<file path="src/rtl/riscv_ctrl_pkg.sv">
// Shared encodings for the multicycle RV32I controller: states, opcodes and
// the select/operation codes driven onto the datapath.
package riscv_ctrl_pkg;

    typedef enum logic [3:0] {
        FETCH    = 4'd0,
        DECODE   = 4'd1,
        MEMADR   = 4'd2,
        MEMREAD  = 4'd3,
        MEMWB    = 4'd4,
        MEMWRITE = 4'd5,
        EXECR    = 4'd6,
        EXECI    = 4'd7,
        ALUWB    = 4'd8,
        JAL      = 4'd9,
        BEQ      = 4'd10
    } state_t;

    localparam logic [6:0] OP_LW    = 7'b0000011;
    localparam logic [6:0] OP_SW    = 7'b0100011;
    localparam logic [6:0] OP_RTYPE = 7'b0110011;
    localparam logic [6:0] OP_ITYPE = 7'b0010011;
    localparam logic [6:0] OP_JAL   = 7'b1101111;
    localparam logic [6:0] OP_BEQ   = 7'b1100011;

    localparam logic [1:0] ALUOP_ADD   = 2'b00;
    localparam logic [1:0] ALUOP_SUB   = 2'b01;
    localparam logic [1:0] ALUOP_FUNCT = 2'b10;

    localparam logic [2:0] ALU_ADD = 3'b000;
    localparam logic [2:0] ALU_SUB = 3'b001;
    localparam logic [2:0] ALU_AND = 3'b010;
    localparam logic [2:0] ALU_OR  = 3'b011;
    localparam logic [2:0] ALU_SLT = 3'b101;

    localparam logic [1:0] IMM_I = 2'b00;
    localparam logic [1:0] IMM_S = 2'b01;
    localparam logic [1:0] IMM_B = 2'b10;
    localparam logic [1:0] IMM_J = 2'b11;

    localparam logic [1:0] SRCA_PC    = 2'b00;
    localparam logic [1:0] SRCA_OLDPC = 2'b01;
    localparam logic [1:0] SRCA_RS1   = 2'b10;

    localparam logic [1:0] SRCB_RS2  = 2'b00;
    localparam logic [1:0] SRCB_IMM  = 2'b01;
    localparam logic [1:0] SRCB_FOUR = 2'b10;

    localparam logic [1:0] RES_ALUOUT    = 2'b00;
    localparam logic [1:0] RES_READDATA  = 2'b01;
    localparam logic [1:0] RES_ALURESULT = 2'b10;

    function automatic logic [1:0] imm_src_of(input logic [6:0] op);
        case (op)
            OP_SW:   imm_src_of = IMM_S;
            OP_BEQ:  imm_src_of = IMM_B;
            OP_JAL:  imm_src_of = IMM_J;
            default: imm_src_of = IMM_I;
        endcase
    endfunction

endpackage

</file>
<file path="src/rtl/alu_decoder.sv">
// Maps the controller's ALUOp plus the instruction's function fields onto
// the ALU operation code.
module alu_decoder
    import riscv_ctrl_pkg::*;
(
    input  logic [1:0] i_alu_op,
    input  logic [2:0] i_funct3,
    input  logic       i_op5,
    input  logic       i_funct7b5,
    output logic [2:0] o_alu_control
);

    // ALU operation select
    always_comb begin
        o_alu_control = ALU_ADD;
        case (i_alu_op)
            ALUOP_ADD: o_alu_control = ALU_ADD;
            ALUOP_SUB: o_alu_control = ALU_SUB;
            ALUOP_FUNCT: begin
                case (i_funct3)
                    3'b000: begin
                        // op[5] separates R-type sub from addi, whose imm bit 30 is data
                        if (i_op5 && i_funct7b5) begin
                            o_alu_control = ALU_SUB;
                        end else begin
                            o_alu_control = ALU_ADD;
                        end
                    end
                    3'b010:  o_alu_control = ALU_SLT;
                    3'b110:  o_alu_control = ALU_OR;
                    3'b111:  o_alu_control = ALU_AND;
                    default: o_alu_control = ALU_ADD;
                endcase
            end
            default: o_alu_control = ALU_ADD;
        endcase
    end

endmodule

</file>
<file path="src/rtl/multicycle_controller.sv">
// Moore FSM sequencing a multicycle RV32I datapath through fetch, decode,
// execute, memory and writeback, with PC-enable and immediate-format decode.
module multicycle_controller
    import riscv_ctrl_pkg::*;
(
    input  logic       clk,
    input  logic       reset,
    input  logic [6:0] op,
    input  logic [2:0] funct3,
    input  logic       funct7b5,
    input  logic       Zero,
    output logic       PCWrite,
    output logic       AdrSrc,
    output logic       MemWrite,
    output logic       IRWrite,
    output logic [1:0] ResultSrc,
    output logic [1:0] ALUSrcA,
    output logic [1:0] ALUSrcB,
    output logic [2:0] ALUControl,
    output logic [1:0] ImmSrc,
    output logic       RegWrite,
    output logic       Illegal
);

    state_t     r_state;
    state_t     w_next;
    logic [1:0] w_alu_op;
    logic       w_pc_update;
    logic       w_branch;

    // State register; reset forces FETCH so in-flight writes drop at once
    always_ff @(posedge clk or negedge reset) begin
        if (!reset) begin
            r_state <= FETCH;
        end else begin
            r_state <= w_next;
        end
    end

    // Next-state selection
    always_comb begin
        w_next = FETCH;
        case (r_state)
            FETCH: w_next = DECODE;
            DECODE: begin
                case (op)
                    OP_LW, OP_SW: w_next = MEMADR;
                    OP_RTYPE:     w_next = EXECR;
                    OP_ITYPE:     w_next = EXECI;
                    OP_JAL:       w_next = JAL;
                    OP_BEQ:       w_next = BEQ;
                    default:      w_next = FETCH;
                endcase
            end
            MEMADR: begin
                if (op[5]) begin
                    w_next = MEMWRITE;
                end else begin
                    w_next = MEMREAD;
                end
            end
            MEMREAD:  w_next = MEMWB;
            MEMWB:    w_next = FETCH;
            MEMWRITE: w_next = FETCH;
            EXECR:    w_next = ALUWB;
            EXECI:    w_next = ALUWB;
            ALUWB:    w_next = FETCH;
            JAL:      w_next = ALUWB;
            BEQ:      w_next = FETCH;
            default:  w_next = FETCH;
        endcase
    end

    // Per-state datapath controls
    always_comb begin
        AdrSrc      = 1'b0;
        MemWrite    = 1'b0;
        IRWrite     = 1'b0;
        ResultSrc   = RES_ALUOUT;
        ALUSrcA     = SRCA_PC;
        ALUSrcB     = SRCB_RS2;
        w_alu_op    = ALUOP_ADD;
        RegWrite    = 1'b0;
        Illegal     = 1'b0;
        w_pc_update = 1'b0;
        w_branch    = 1'b0;
        case (r_state)
            FETCH: begin
                IRWrite     = 1'b1;
                ALUSrcB     = SRCB_FOUR;
                ResultSrc   = RES_ALURESULT;
                w_pc_update = 1'b1;
            end
            DECODE: begin
                ALUSrcA = SRCA_OLDPC;
                ALUSrcB = SRCB_IMM;
                case (op)
                    OP_LW, OP_SW, OP_RTYPE, OP_ITYPE, OP_JAL, OP_BEQ: Illegal = 1'b0;
                    default: Illegal = 1'b1;
                endcase
            end
            MEMADR: begin
                ALUSrcA = SRCA_RS1;
                ALUSrcB = SRCB_IMM;
            end
            MEMREAD: AdrSrc = 1'b1;
            MEMWB: begin
                ResultSrc = RES_READDATA;
                RegWrite  = 1'b1;
            end
            MEMWRITE: begin
                AdrSrc   = 1'b1;
                MemWrite = 1'b1;
            end
            EXECR: begin
                ALUSrcA  = SRCA_RS1;
                w_alu_op = ALUOP_FUNCT;
            end
            EXECI: begin
                ALUSrcA  = SRCA_RS1;
                ALUSrcB  = SRCB_IMM;
                w_alu_op = ALUOP_FUNCT;
            end
            ALUWB: RegWrite = 1'b1;
            JAL: begin
                ALUSrcA     = SRCA_OLDPC;
                ALUSrcB     = SRCB_FOUR;
                w_pc_update = 1'b1;
            end
            BEQ: begin
                ALUSrcA  = SRCA_RS1;
                w_alu_op = ALUOP_SUB;
                w_branch = 1'b1;
            end
            default: begin
                AdrSrc = 1'b0;
            end
        endcase
    end

    assign PCWrite = w_pc_update | (w_branch & Zero);
    assign ImmSrc  = imm_src_of(op);

    alu_decoder u_alu_decoder (
        .i_alu_op      (w_alu_op),
        .i_funct3      (funct3),
        .i_op5         (op[5]),
        .i_funct7b5    (funct7b5),
        .o_alu_control (ALUControl)
    );

endmodule

</file>
<file path="config.mk">
export PLATFORM = sky130hd
export DESIGN_NAME = multicycle_controller
export DESIGN_NICKNAME = d
export VERILOG_FILES = /design/src/rtl/riscv_ctrl_pkg.sv /design/src/rtl/alu_decoder.sv /design/src/rtl/multicycle_controller.sv
export SDC_FILE = /design/constraint.sdc
export NUM_CORES = 1
export LEC_CHECK = 0
export CAP_MARGIN = 25
export CORE_MARGIN = 1
export CORE_UTILIZATION = 40
export CTS_BUF_LIST = sky130_fd_sc_hd__clkbuf_16
export CTS_CLUSTER_SIZE = 10
export DETAILED_ROUTE_END_ITERATION = 6
export PLACE_DENSITY_LB_ADDON = 0.25
export SLEW_MARGIN = 25
export SYNTH_ARGS = -nofsm -noshare
export SYNTH_HDL_FRONTEND = slang
export SYNTH_SLANG_ARGS = --single-unit
</file>
<file path="constraint.sdc">
create_clock -name clk -period 3.4 [get_ports clk]
set_clock_uncertainty 0.2 [all_clocks]
set_input_delay 0.68 -clock clk [delete_from_list [all_inputs] [get_ports clk]]
set_output_delay 0.68 -clock clk [all_outputs]
set_load 0.01 [all_outputs]
</file>
==> Flow_metrics.wiki <==
{| class="wikitable"
! Metric !! Value
|-
| Fraction of final layout cells with drive strength greater than 1 || 8.74%
|-
| Number of max-capacitance violations reported || 0
|-
| Die boundary width || 39.0 um
|-
| Unrepaired setup endpoints after global routing || no
|-
| Vias in the first global route || 590
|-
| Maximum vdd drop || 0.000365 V
|-
| Multi-input gate area in the final layout || 408 sq um
|-
| Clock latency of the later-clocked register in the worst-skew pair || 220 ps
|-
| Dpl cells || 114
|-
| Die height || 39.0 um
|-
| Total Neg Setup Slack || 0 ps
|-
| Async set-or-reset flop fraction in the synthesized netlist || 100%
|-
| Crit path launch type || primary input
|-
| Outcome || finished clean
|-
| Max Fanout on Critical Path || 5
|-
| Cell leakage power || 0.000353 uW
|-
| Count of buffers added by post-CTS timing repair for setup || 0
|-
| CTS clk-pin slew, worst paths || 30 ps
|-
| Vias after detailed routing || 621
|-
| Filler cell count || 100
|-
| M1 wire length || 655 um
|-
| End point of the most critical hold path || r_state[0]
|-
| Layout area overhead || 69.8%
|-
| Global-route wire length before repair || 2580 um
|-
| Achievable clock frequency || 308 MHz
|-
| Total number of H-tree levels || 1
|-
| Core Box Area || 1190 sq um
|-
| Worst setup EP type || primary output
|-
| Worst R2R Path Depth || 3
|-
| Register with the most flip-flops || r_state
|-
| Finished Layout Cells || 117
|-
| Row Count || 12
|-
| Clock period minus final worst setup slack || 3250 ps
|-
| Detailed placer's ending HPWL || 1070 um
|-
| DRC violations left || 0
|-
| TritonCTS clock tree || yes
|-
| Non-Filler Cell Area, Final || 928 sq um
|-
| Effective utilization at floorplan || 46.1%
|-
| Critical hold path startpoint || r_state[0]
|-
| Endpoint required time on the critical path || 2520 ps
|-
| Clk buf depth || 2
|-
| First-iteration detailed-routing DRC count || 11
|-
| Root buffer selected by CTS || sky130_fd_sc_hd__clkbuf_16
|-
| Unique masters post-synth || 35
|-
| Ys flop type || sky130_fd_sc_hd__dfrtp_1
|-
| Max reg flops || 4
|-
| Average wire per standard cell || 13.0 um
|-
| Registers with the most flip-flops || r_state: 4 flops
|-
| Antenna violations before repair || 0
|-
| Net count of the finished layout || 121
|-
| Number of enable-type register cells in the synthesized netlist || 0
|-
| Slew Limit Fails || 0
|-
| Cts bufs inserted || 3
|-
| Path type of the worst min-delay path || register to register
|-
| Min-Delay Path Depth || 2
|-
| Total congestion overflow || 0
|-
| Storage element area || 101 sq um
|-
| Post-route fraction of the period consumed by the critical path || 95.5%
|-
| TritonCTS sink count || 4
|-
| Top Layer Used || met3
|-
| Total length of routed met2 wires || 807 um
|-
| Slew at the pin closest to its max-slew limit || 449 ps
|-
| Seq/Total Area, Yosys || 18.3%
|-
| Detailed-route wire length || 1520 um
|-
| Number of nets in the synthesized netlist || 89
|-
| Number of buffers added on ports || 30
|-
| #FFs+latches synth || 4
|-
| Slack of the critical path || 152 ps
|-
| Overall Global Routing Usage || 25.1%
|-
| R2r setup slk || 1850 ps
|-
| Standard cell area after detailed placement || 852 sq um
|-
| Min Hold Slack || 377 ps
|-
| Tightest slew margin relative to the limit || 70.1%
|-
| Antenna-violating nets left || 0
|-
| Number of endpoints failing setup at the final stage || 0
|-
| Count of antenna diodes in the layout || 0
|-
| Last weighted congestion value of the routability-driven placer || 0.759
|-
| Number of hold buffers added after CTS || 0
|-
| Launching point of the worst reg2reg path || r_state[1]
|-
| Pwr/cell area || 562 nW/um^2
|-
| Post-DR vias/cell || 5.31
|-
| Count of boundary I/O pins || 31
|-
| Reg2Reg Capture Point || r_state[0]
|-
| Number of failing hold endpoints at the final stage || 0
|-
| Largest net degree at the start of global routing || 17
|-
| Syn_area_per_cell || 7.49 sq um
|-
| Kind of critical path || primary input to primary output
|-
| Post-Synthesis Cell Area || 547 sq um
|-
| Worst Setup Slack post-DPL || 194 ps
|-
| Post_cts resized || 0
|-
| YS warnings || 0
|-
| Die Outline Area || 1520 sq um
|-
| Worst endpoint data arrival time || 2370 ps
|-
| Met3 Wirelength || 57 um
|-
| Number of instances in the synthesized netlist || 73
|-
| Iteration count of the initial detailed-routing pass || 4
|}
[cells in the mapped netlist (4+ instances only)]
cell | count | area (sq um)
sky130_fd_sc_hd__nor2_1 | 7 | 26.3
sky130_fd_sc_hd__nor3b_1 | 4 | 30.0
sky130_fd_sc_hd__nand2_1 | 5 | 18.8
sky130_fd_sc_hd__buf_2 | 4 | 20.0
sky130_fd_sc_hd__inv_1 | 4 | 15.0
sky130_fd_sc_hd__nor3_1 | 5 | 25.0
sky130_fd_sc_hd__a21oi_1 | 4 | 20.0
sky130_fd_sc_hd__dfrtp_1 | 4 | 100
[layout make-up]
class / count / share of cell area (%)
multi-input cells: 60 / 43.9
repair buffers: 31 / 33.2
flip-flops and latches: 4 / 10.9
clock buffers: 3 / 8.09
inverters: 5 / 2.02
well taps: 14 / 1.89
[cell usage in the layout, fill, tap and decap left out, drive strengths merged, types with 2 or more instances in the layout]
cell type      count
inv                5
nor2b              2
nand2              5
and3               2
dfrtp              4
nor3b              4
nand2b             2
xor2               2
nor3               5
xnor2              2
o21ai              3
nor4               2
ha                 2
clkdlybuf4s50     30
clkbuf             3
a21oi              4
nand4bb            2
o21a               2
nor2               7
[report_power, final]
part | internal [uW] | switching (uW) | total (uW)
logic | 153 | 123 | 276
clock network | 150 | 29.9 | 180
registers | 55.9 | 9.28 | 65.2
total | 359 | 162 | 521
[worst max path at each step]
stage	start	endpoint	slack (ps)	cells after the start
3_5_place_dp	op[3]	ImmSrc[0]	190	5
3_3_place_gp	op[3]	ImmSrc[0]	210	5
5_1_grt	r_state[3]	ALUControl[0]	70	8
6_report	op[3]	ImmSrc[0]	150	5
4_1_cts	r_state[2]	ALUControl[0]	100	8
2_1_floorplan	r_state[0]	ALUControl[1]	1120	4
[critical path, cell delays in order]
cell and delay [ps]:
sky130_fd_sc_hd__clkdlybuf4s50_1 440, sky130_fd_sc_hd__nand4bb_1 310, sky130_fd_sc_hd__mux2_2 320, sky130_fd_sc_hd__nor2_1 80, sky130_fd_sc_hd__clkdlybuf4s50_1 530
[metal layers]
metal / track usage [%] / up-vias
met2: 49.2 / 23
met5: 0 / -
li1: - / 320
met1: 28.5 / 278
met4: 5.17 / 0
met3: 2.31 / 0
[per-stage QoR]
| stage | utilization (%) | power, uW |
|---|---|---|
| after floorplan | - | 203 |
| after global placement | 71.8 | 336 |
| after detailed placement | 71.8 | 338 |
| after CTS | 78.2 | 523 |
| after global routing | 78.3 | 554 |
| final | 78.3 | 521 |
[kinds of logic after synthesis]
family                     synth area share (%)
AOI/OAI and AO/OA                          20.6
xor gates and xnor gates                   6.41
adders and majority gates                  4.58
buffers and inverters                      7.09
DFF                                        18.3
muxes                                      2.06
and+or+nand+nor                            41.0
No activity file was read; power rests on OpenSTA's default activity.
